**src/rtl/demux_1_5_hs.sv**
```systemverilog
// demux_1_5_hs: registered 1-to-5 valid/ready demultiplexer with per-channel one-entry holding registers.
// Latency: 1 cycle from input acceptance to out_valid/out_data of the selected channel.
// Backpressure: in_ready drops only when the selected channel is full and its consumer is not draining.
// Optional build macro DEMUX_AUTOSCAN_EN: select comes from an internal 0..4 scan counter (port scan_idx),
// in_sel is ignored, and err_sel/drop_cnt are tied to 0.
module demux_1_5_hs #(
  parameter int WIDTH = 8,
  parameter int CNT_W = 8
) (
  input  logic               clk,
  input  logic               rst_n,
  input  logic               in_valid,
  output logic               in_ready,
  input  logic [WIDTH-1:0]   in_data,
  input  logic [2:0]         in_sel,
  output logic [4:0]         out_valid,
  input  logic [4:0]         out_ready,
  output logic [5*WIDTH-1:0] out_data,
  output logic               err_sel,
  output logic [CNT_W-1:0]   drop_cnt
`ifdef DEMUX_AUTOSCAN_EN
  ,
  output logic [2:0]         scan_idx
`endif
);

  localparam logic [2:0] LAST_CH = 3'd4;

  // Per-channel holding registers: full bit plus data word.
  logic [4:0]            valid_q, valid_d;
  logic [4:0][WIDTH-1:0] data_q,  data_d;

  // Effective select, legality and handshake terms.
  logic [2:0] sel_w;
  logic       sel_ok;
  logic [4:0] sel_oh;
  logic [4:0] drain;
  logic [4:0] fill;
  logic       accept;

`ifdef DEMUX_AUTOSCAN_EN
  // Scan counter replaces the external select; in_sel is intentionally left unused.
  logic [2:0] scan_q, scan_d;
  logic       unused_in_sel;

  assign unused_in_sel = ^in_sel;
  assign sel_w         = scan_q;
`else
  assign sel_w         = in_sel;
`endif

  // A select above the last channel is never steered anywhere.
  assign sel_ok = (sel_w <= LAST_CH);

  // One-hot decode of the select; all zeros for an illegal select.
  always_comb begin
    sel_oh = '0;
    for (int k = 0; k < 5; k++) begin
      sel_oh[k] = (sel_w == 3'(k));
    end
  end

  // A channel drains whenever its register is full and its consumer takes it.
  assign drain = valid_q & out_ready;

  // Ready depends only on the selected channel state, never on in_valid.
  // An illegal select is always accepted so the stream cannot lock up on it.
  assign in_ready = sel_ok ? ((sel_oh & (~valid_q | out_ready)) != 5'b0) : 1'b1;

  assign accept = in_valid && in_ready;
  assign fill   = accept ? sel_oh : 5'b0;

  // Next-state of each holding register: refill wins over drain on the same edge.
  always_comb begin
    valid_d = valid_q;
    data_d  = data_q;
    for (int k = 0; k < 5; k++) begin
      if (fill[k]) begin
        valid_d[k] = 1'b1;
        data_d[k]  = in_data;
      end else if (drain[k]) begin
        valid_d[k] = 1'b0;
      end
    end
  end

  // Holding registers; reset discards any stored or in-flight word.
  always_ff @(posedge clk) begin
    if (!rst_n) begin
      valid_q <= '0;
      data_q  <= '0;
    end else begin
      valid_q <= valid_d;
      data_q  <= data_d;
    end
  end

  assign out_valid = valid_q;
  assign out_data  = data_q;

`ifdef DEMUX_AUTOSCAN_EN
  // Scan counter advances once per accepted word, wrapping after the last channel.
  always_comb begin
    scan_d = scan_q;
    if (accept) begin
      scan_d = (scan_q == LAST_CH) ? 3'd0 : scan_q + 3'd1;
    end
  end

  // Scan counter register.
  always_ff @(posedge clk) begin
    if (!rst_n) begin
      scan_q <= 3'd0;
    end else begin
      scan_q <= scan_d;
    end
  end

  assign scan_idx = scan_q;
  assign err_sel  = 1'b0;
  assign drop_cnt = '0;
`else
  // Drop bookkeeping for words carrying an illegal select.
  logic             err_q, err_d;
  logic [CNT_W-1:0] cnt_q, cnt_d;
  logic             drop;

  assign drop = accept && !sel_ok;

  // Error pulse mirrors each dropped word; counter saturates instead of wrapping.
  always_comb begin
    err_d = drop;
    cnt_d = cnt_q;
    if (drop && (cnt_q != {CNT_W{1'b1}})) begin
      cnt_d = cnt_q + CNT_W'(1);
    end
  end

  // Error pulse and drop counter registers.
  always_ff @(posedge clk) begin
    if (!rst_n) begin
      err_q <= 1'b0;
      cnt_q <= '0;
    end else begin
      err_q <= err_d;
      cnt_q <= cnt_d;
    end
  end

  assign err_sel  = err_q;
  assign drop_cnt = cnt_q;
`endif

endmodule

```
**config.mk**
```make
export PLATFORM = sky130hd
export DESIGN_NAME = demux_1_5_hs
export DESIGN_NICKNAME = d
export VERILOG_FILES = /design/src/rtl/demux_1_5_hs.sv
export SDC_FILE = /design/constraint.sdc
export NUM_CORES = 1
export LEC_CHECK = 0
export CELL_PAD_IN_SITES_DETAIL_PLACEMENT = 2
export CELL_PAD_IN_SITES_GLOBAL_PLACEMENT = 2
export CORE_ASPECT_RATIO = 0.7
export CORE_MARGIN = 8
export CORE_UTILIZATION = 26
export CTS_CLUSTER_SIZE = 14
export DETAILED_ROUTE_END_ITERATION = 8
export PLACE_DENSITY = 0.8
export SYNTH_ARGS = -nofsm -noshare
export SYNTH_HDL_FRONTEND = slang
export SYNTH_SLANG_ARGS = --single-unit
export TNS_END_PERCENT = 30
```
**constraint.sdc**
```tcl
create_clock -name clk -period 2.2 [get_ports clk]
set_input_delay 0.22 -clock clk [delete_from_list [all_inputs] [get_ports clk]]
set_output_delay 0.22 -clock clk [all_outputs]
set_load 0.005 [all_outputs]
```
# After elaboration in Yosys (flattened, before gate mapping)

Cells that the tools add are included.

Register bits: 54
Input bits: 19
Output and inout port bits: 55
Word-level logic and storage cells: 46

Bitwise operators: 4
Magnitude comparators: 1
Muxes and demuxes: 12
Reductions and logical operators: 11
$add $sub $neg: 1
Equal/unequal tests: 5

Operators with widths:

| cell                  | count |
|---|---|
| $mux W1               | 11 |
| $and A5 B5 Y5         | 2 |
| $reduce_bool A2 Y1    | 5 |
| $add A8 B1 Y8 const B | 1 |
| $ne A8 B8 Y1 const B  | 1 |
| $eq A3 B2 Y1 const B  | 2 |
| $mux W5               | 1 |
| $not A5 Y5            | 1 |
| $or A5 B5 Y5          | 1 |
| $reduce_bool A5 Y1    | 1 |
| $eq A3 B1 Y1 const B  | 1 |
| $eq A3 B3 Y1 const B  | 1 |
| $le A3 B3 Y1 const B  | 1 |
| $logic_and A1 B1 Y1   | 3 |
| $logic_not A3 Y1      | 1 |
| $logic_not A1 Y1      | 1 |

# Longest topological paths before layout

Gate-level depths: netlist of the first run.

Depth in word-level cells: 8
Gate-level depth with buffers: 7
Mapped depth without buffers: 6

# Worst setup path before layout of the first run

No wires, ideal clock.

Path kind: input to register
Start: in in_sel[0]
End: reg data_q, in the netlist out_data[10]
Setup time: 0.128 ns
Stages on the path: 7
Slack: 0.621 ns
Arrival: 1.452 ns
Cells stage by stage: buf_6 and2_1 a222oi_1 a21o_1 buf_6 mux2i_1 nor2_1

Word-level cells in the longest chain between the ends: 6

Ends and longest elaborated chain:

| element                              | RTL line | RTL |
|---|---|---|
| from (decl)                          | 15       | `input logic [2:0] in_sel,` |
| $eq A3 B1 Y1 (tied with other cells) | 59       | `sel_oh[k] = (sel_w == 3'(k));` |
| $and A5 B5 Y5                        | 68       | `assign in_ready = sel_ok ? ((sel_oh & (~valid_q \| out_ready)) != 5'b0) : 1'b1;` |
| $reduce_bool A5 Y1                   | 68       |  |
| $mux W1                              | 68       |  |
| $logic_and A1 B1 Y1                  | 70       | `assign accept = in_valid && in_ready;` |
| $mux W5 (*)                          | 71       | `assign fill = accept ? sel_oh : 5'b0;` |
| to (signal assigned)                 | 94       | `data_q <= data_d;` |
| to (decl)                            | 31       | `logic [4:0][WIDTH-1:0] data_q, data_d;` |

Every way passes the cells marked *; elsewhere a longest branch is shown, timed or not.
A chain may end at the register's enable or synchronous reset.

# Worst setup path after layout of the first run

Start: in out_ready[3]
End: reg data_q, in the netlist out_data[8]

Word-level cells in the longest chain between the ends: 6

Ends and longest elaborated chain:

| element             | RTL line | RTL |
|---|---|---|
| from (decl)         | 17       | `input logic [4:0] out_ready,` |
| $or A5 B5 Y5        | 68       |  |
| $and A5 B5 Y5       | 68       |  |
| $reduce_bool A5 Y1  | 68       |  |
| $mux W1             | 68       |  |
| $logic_and A1 B1 Y1 | 70       |  |
| $mux W5             | 71       |  |

Every way passes these cells.

==> flow_summary.json, run 1 <==
{
  "run_status": "finished, final reports clean",
  "finalHoldWorstSlack_ns": 0.499,
  "maxCapViolCount": 0,
  "core.rowCount": 28,
  "critical-path-slowest-cell": "sky130_fd_sc_hd__a222oi_1",
  "max_freq_ghz": 0.487,
  "gr-total-overflow": 0,
  "grt_setup_unrepaired": "no",
  "number_of_clock_sinks": 54,
  "period_needed_ns": 2.05,
  "fp.dieH_um": 92.7,
  "sequential_share_of_the_synthesized_area": 0.495,
  "report.final.setup_viol": 0,
  "crit_path_start_kind": "input port",
  "final_net_count": 341,
  "synthCells": 234,
  "clock-root-buffer": "sky130_fd_sc_hd__clkbuf_16",
  "synthesis.area_per_instance_um2": 9.34,
  "route.vias.total": 2080,
  "globalRouteTotalUtil": 0.138,
  "drt_first_iter_violations": 65,
  "ys_ff_latch": 54,
  "coreArea_um2": 8300,
  "worstSkewPairLatency_ns": 0.29,
  "least_setup_slack_across_all_paths_after_layout_ns": 0.147,
  "finalSetupTns_ns": 0,
  "gp_congestion": 0.724,
  "seqCellArea_um2": 1080,
  "grt_first_pass_wirelength_um": 12700,
  "final_core_utilization": 0.403,
  "drive_gt1_frac": 0.109,
  "power_density_nw_per_um2": 602,
  "first_global_vias": 2295,
  "multiInputGateArea_um2": 1040,
  "cellLeakagePower_nw": 1.39,
  "chipWidth_um": 126,
  "synth.cell_area_um2": 2180,
  "firstDrtPassIters": 4,
  "wl_met2_um": 3730,
  "worst_path_largest_cell_delay_ns": 0.42,
  "finClkSkew_ns": 0.00529,
  "detail_route.wirelength_um": 8190,
  "num_io_pins": 74,
  "wl_per_cell_um": 19.2,
  "clock_buffers_created_by_tritoncts": 5,
  "routed_via_density": 4.87,
  "mostFrequentLayoutCells": "70 x sky130_fd_sc_hd__clkdlybuf4s50_1, 54 x sky130_fd_sc_hd__dfxtp_1, 52 x sky130_fd_sc_hd__nor2_1",
  "synthesis.nets": 254,
  "pre_cts_ws_ns": -0.0793,
  "worstMarginPinSlew_ns": 0.420,
  "areaGrowthSynthToFinish_pct": 53.1,
  "crit_path_end_kind": "flip-flop",
  "pin_count_of_the_biggest_net_entering_global_routing": 27,
  "hold_class": "reg2reg",
  "initial_utilization": 0.263,
  "critical_path.most_common_cell": "sky130_fd_sc_hd__buf_4",
  "hold_bufs_inserted_after_cts": 0,
  "hpwl_um": 5850,
  "drt-met1-wl_um": 3700,
  "route.antenna.remaining_nets": 0,
  "critPathRequiredTime_ns": 2.37,
  "clk_transition_reported_paths_ns": 0.07,
  "total_power_mw": 2.01,
  "arrival_time_worst_endpoint_ns": 2.22,
  "clock_tree_from_tritoncts": "built",
  "post-route-drc-count": 0,
  "ctsLongestPathBuffers": 2,
  "finalMaxSlewViolations": 0,
  "timing.critical_path.cells": "clkdlybuf4s50_1 -> nand2b_4 -> a222oi_1 -> buf_4 -> buf_4 -> buf_4 -> buf_4 -> a21o_4 -> buf_12 -> mux2i_2 -> nor2_1",
  "h-tree-depth": 2,
  "area_of_the_die_um2": 11600,
  "critPathTopFamily": "buffers and inverters",
  "antenna-diode-count": 0,
  "place.port_buffers": 73,
  "crit_type": "in2reg",
  "period_share": 0.933,
  "maxSlewHeadroom": 0.719,
  "worst-path-buf-inv": 6,
  "fillerInstances": 905,
  "finalHoldViolations": 0,
  "grt_antenna_before_repair": 0,
  "irDropWorstVdd_mv": 0.312,
  "layout.cells.most_common": "sky130_fd_sc_hd__clkdlybuf4s50_1",
  "dr_top_layer": "met4",
  "netlist-cell-type-count": 33,
  "met3RoutedLength_um": 662,
  "timing.critical_path.fanout_max": 5,
  "synthesis.yosys.warnings": 0
}
==> where the power goes <==
part | internal (mW) | leakage (nW) | switching (mW)
Combinational | 0.114 | 0.887 | 0.104
Sequential | 0.994 | 0.437 | 0.0110
Clock | 0.423 | 0.0698 | 0.368
==> sequential cells by signal (all words and copies together), names as in the netlist <==
register / flops
drop_cnt: 8
err_sel: 1
out_data: 40
out_valid: 5
==> area by class of cell <==
cell class / instances / area share
tap: 105 / 0.0393
sequential: 54 / 0.323
inverter: 2 / 0.00224
clock buffer: 5 / 0.0374
multi-input combinational: 164 / 0.312
timing repair buffer: 94 / 0.279
clock inverter: 3 / 0.00636
==> metal layers <==
| metal | vias up | GRT usage |
|---|---|---|
| li1 | 981 | - |
| met1 | 1033 | 0.165 |
| met2 | 58 | 0.222 |
| met3 | 8 | 0.0620 |
| met4 | 0 | 0.0343 |
| met5 | - | 0 |
==> metrics by stage <==
stage	cell area, um^2	std cells
floorplan	2180	234
global placement	3130	415
detailed placement	3130	415
CTS	3300	426
global route	3340	427
finish	3340	427
==> worst register-to-register path, delay by kind of cell (launching register included) <==
family / cells / cell delay [ns]
flip-flops: 1 / 0.38
multiplexers: 1 / 0.21
AO/OA/AOI/OAI: 2 / 0.57
buffers and inverters: 5 / 0.60
AND/OR/NAND/NOR: 2 / 0.14
==> cell usage after synthesis <==
cell type | count | share of area
sky130_fd_sc_hd__and2_1 | 3 | 0.0086
sky130_fd_sc_hd__buf_2 | 3 | 0.0069
sky130_fd_sc_hd__buf_6 | 2 | 0.010
sky130_fd_sc_hd__o211ai_1 | 9 | 0.031
sky130_fd_sc_hd__clkbuf_1 | 9 | 0.015
sky130_fd_sc_hd__o21ba_2 | 1 | 0.0046
sky130_fd_sc_hd__nand2b_1 | 4 | 0.011
sky130_fd_sc_hd__o21ai_1 | 1 | 0.0023
sky130_fd_sc_hd__nand2_1 | 14 | 0.024
sky130_fd_sc_hd__ha_1 | 1 | 0.0057
sky130_fd_sc_hd__nor2b_1 | 3 | 0.0086
sky130_fd_sc_hd__dfxtp_1 | 54 | 0.49
sky130_fd_sc_hd__o2111ai_1 | 1 | 0.0040
sky130_fd_sc_hd__clkinv_1 | 1 | 0.0017
sky130_fd_sc_hd__nor3_1 | 2 | 0.0046
sky130_fd_sc_hd__inv_1 | 1 | 0.0017
sky130_fd_sc_hd__nor4_1 | 1 | 0.0029
sky130_fd_sc_hd__mux2i_1 | 33 | 0.15
sky130_fd_sc_hd__and3_1 | 2 | 0.0057
sky130_fd_sc_hd__xor2_1 | 3 | 0.012
sky130_fd_sc_hd__nand4_1 | 12 | 0.034
sky130_fd_sc_hd__nor2_1 | 52 | 0.089
sky130_fd_sc_hd__o211a_1 | 1 | 0.0046
sky130_fd_sc_hd__a21oi_1 | 4 | 0.0092
sky130_fd_sc_hd__o21bai_1 | 1 | 0.0034
sky130_fd_sc_hd__o21ai_0 | 7 | 0.016
sky130_fd_sc_hd__and3b_1 | 1 | 0.0040
sky130_fd_sc_hd__a21oi_2 | 1 | 0.0040
sky130_fd_sc_hd__xnor2_1 | 2 | 0.0080
sky130_fd_sc_hd__a222oi_1 | 1 | 0.0046
sky130_fd_sc_hd__a21o_1 | 1 | 0.0034
sky130_fd_sc_hd__nor4b_2 | 1 | 0.0069
sky130_fd_sc_hd__nand3_1 | 2 | 0.0046
==> final timing paths <==
check | start | to | slack (ns) | cells past startpoint
hold reg to reg | out_data[4] | out_data[4] | 0.50 | 2
setup / recovery | out_ready[3] | out_data[8] | 0.15 | 11
hold / removal | out_data[4] | out_data[4] | 0.50 | 2
setup reg to reg | out_valid[3] | out_data[8] | 0.19 | 10
==> kinds of logic after synthesis <==
kind of cell / Yosys count / share of synthesized area
adder cells (fa/ha/maj): 1 / 0.00573
buffers and inverters: 16 / 0.0361
AND/OR/NAND/NOR: 97 / 0.205
flip-flops: 54 / 0.495
XOR/XNOR: 5 / 0.0200
AO/OA/AOI/OAI: 28 / 0.0871
multiplexers: 33 / 0.151
==> what timing repair did <==
action	4_1_cts	5_1_grt
cloned	0	1
gates resized for setup	1	5
setup endpoints to repair	1	17
pin swaps	2	2
hold endpoints to repair	0	0
setup buffers	3	0
No activity file was read; power rests on OpenSTA's default activity.
==> inputs of run 2 (changes only) <==
- CAP_MARGIN: unset -> 20
==> results of run 2 <==
Final layout, timing and power as in run 1 (identical DEF).
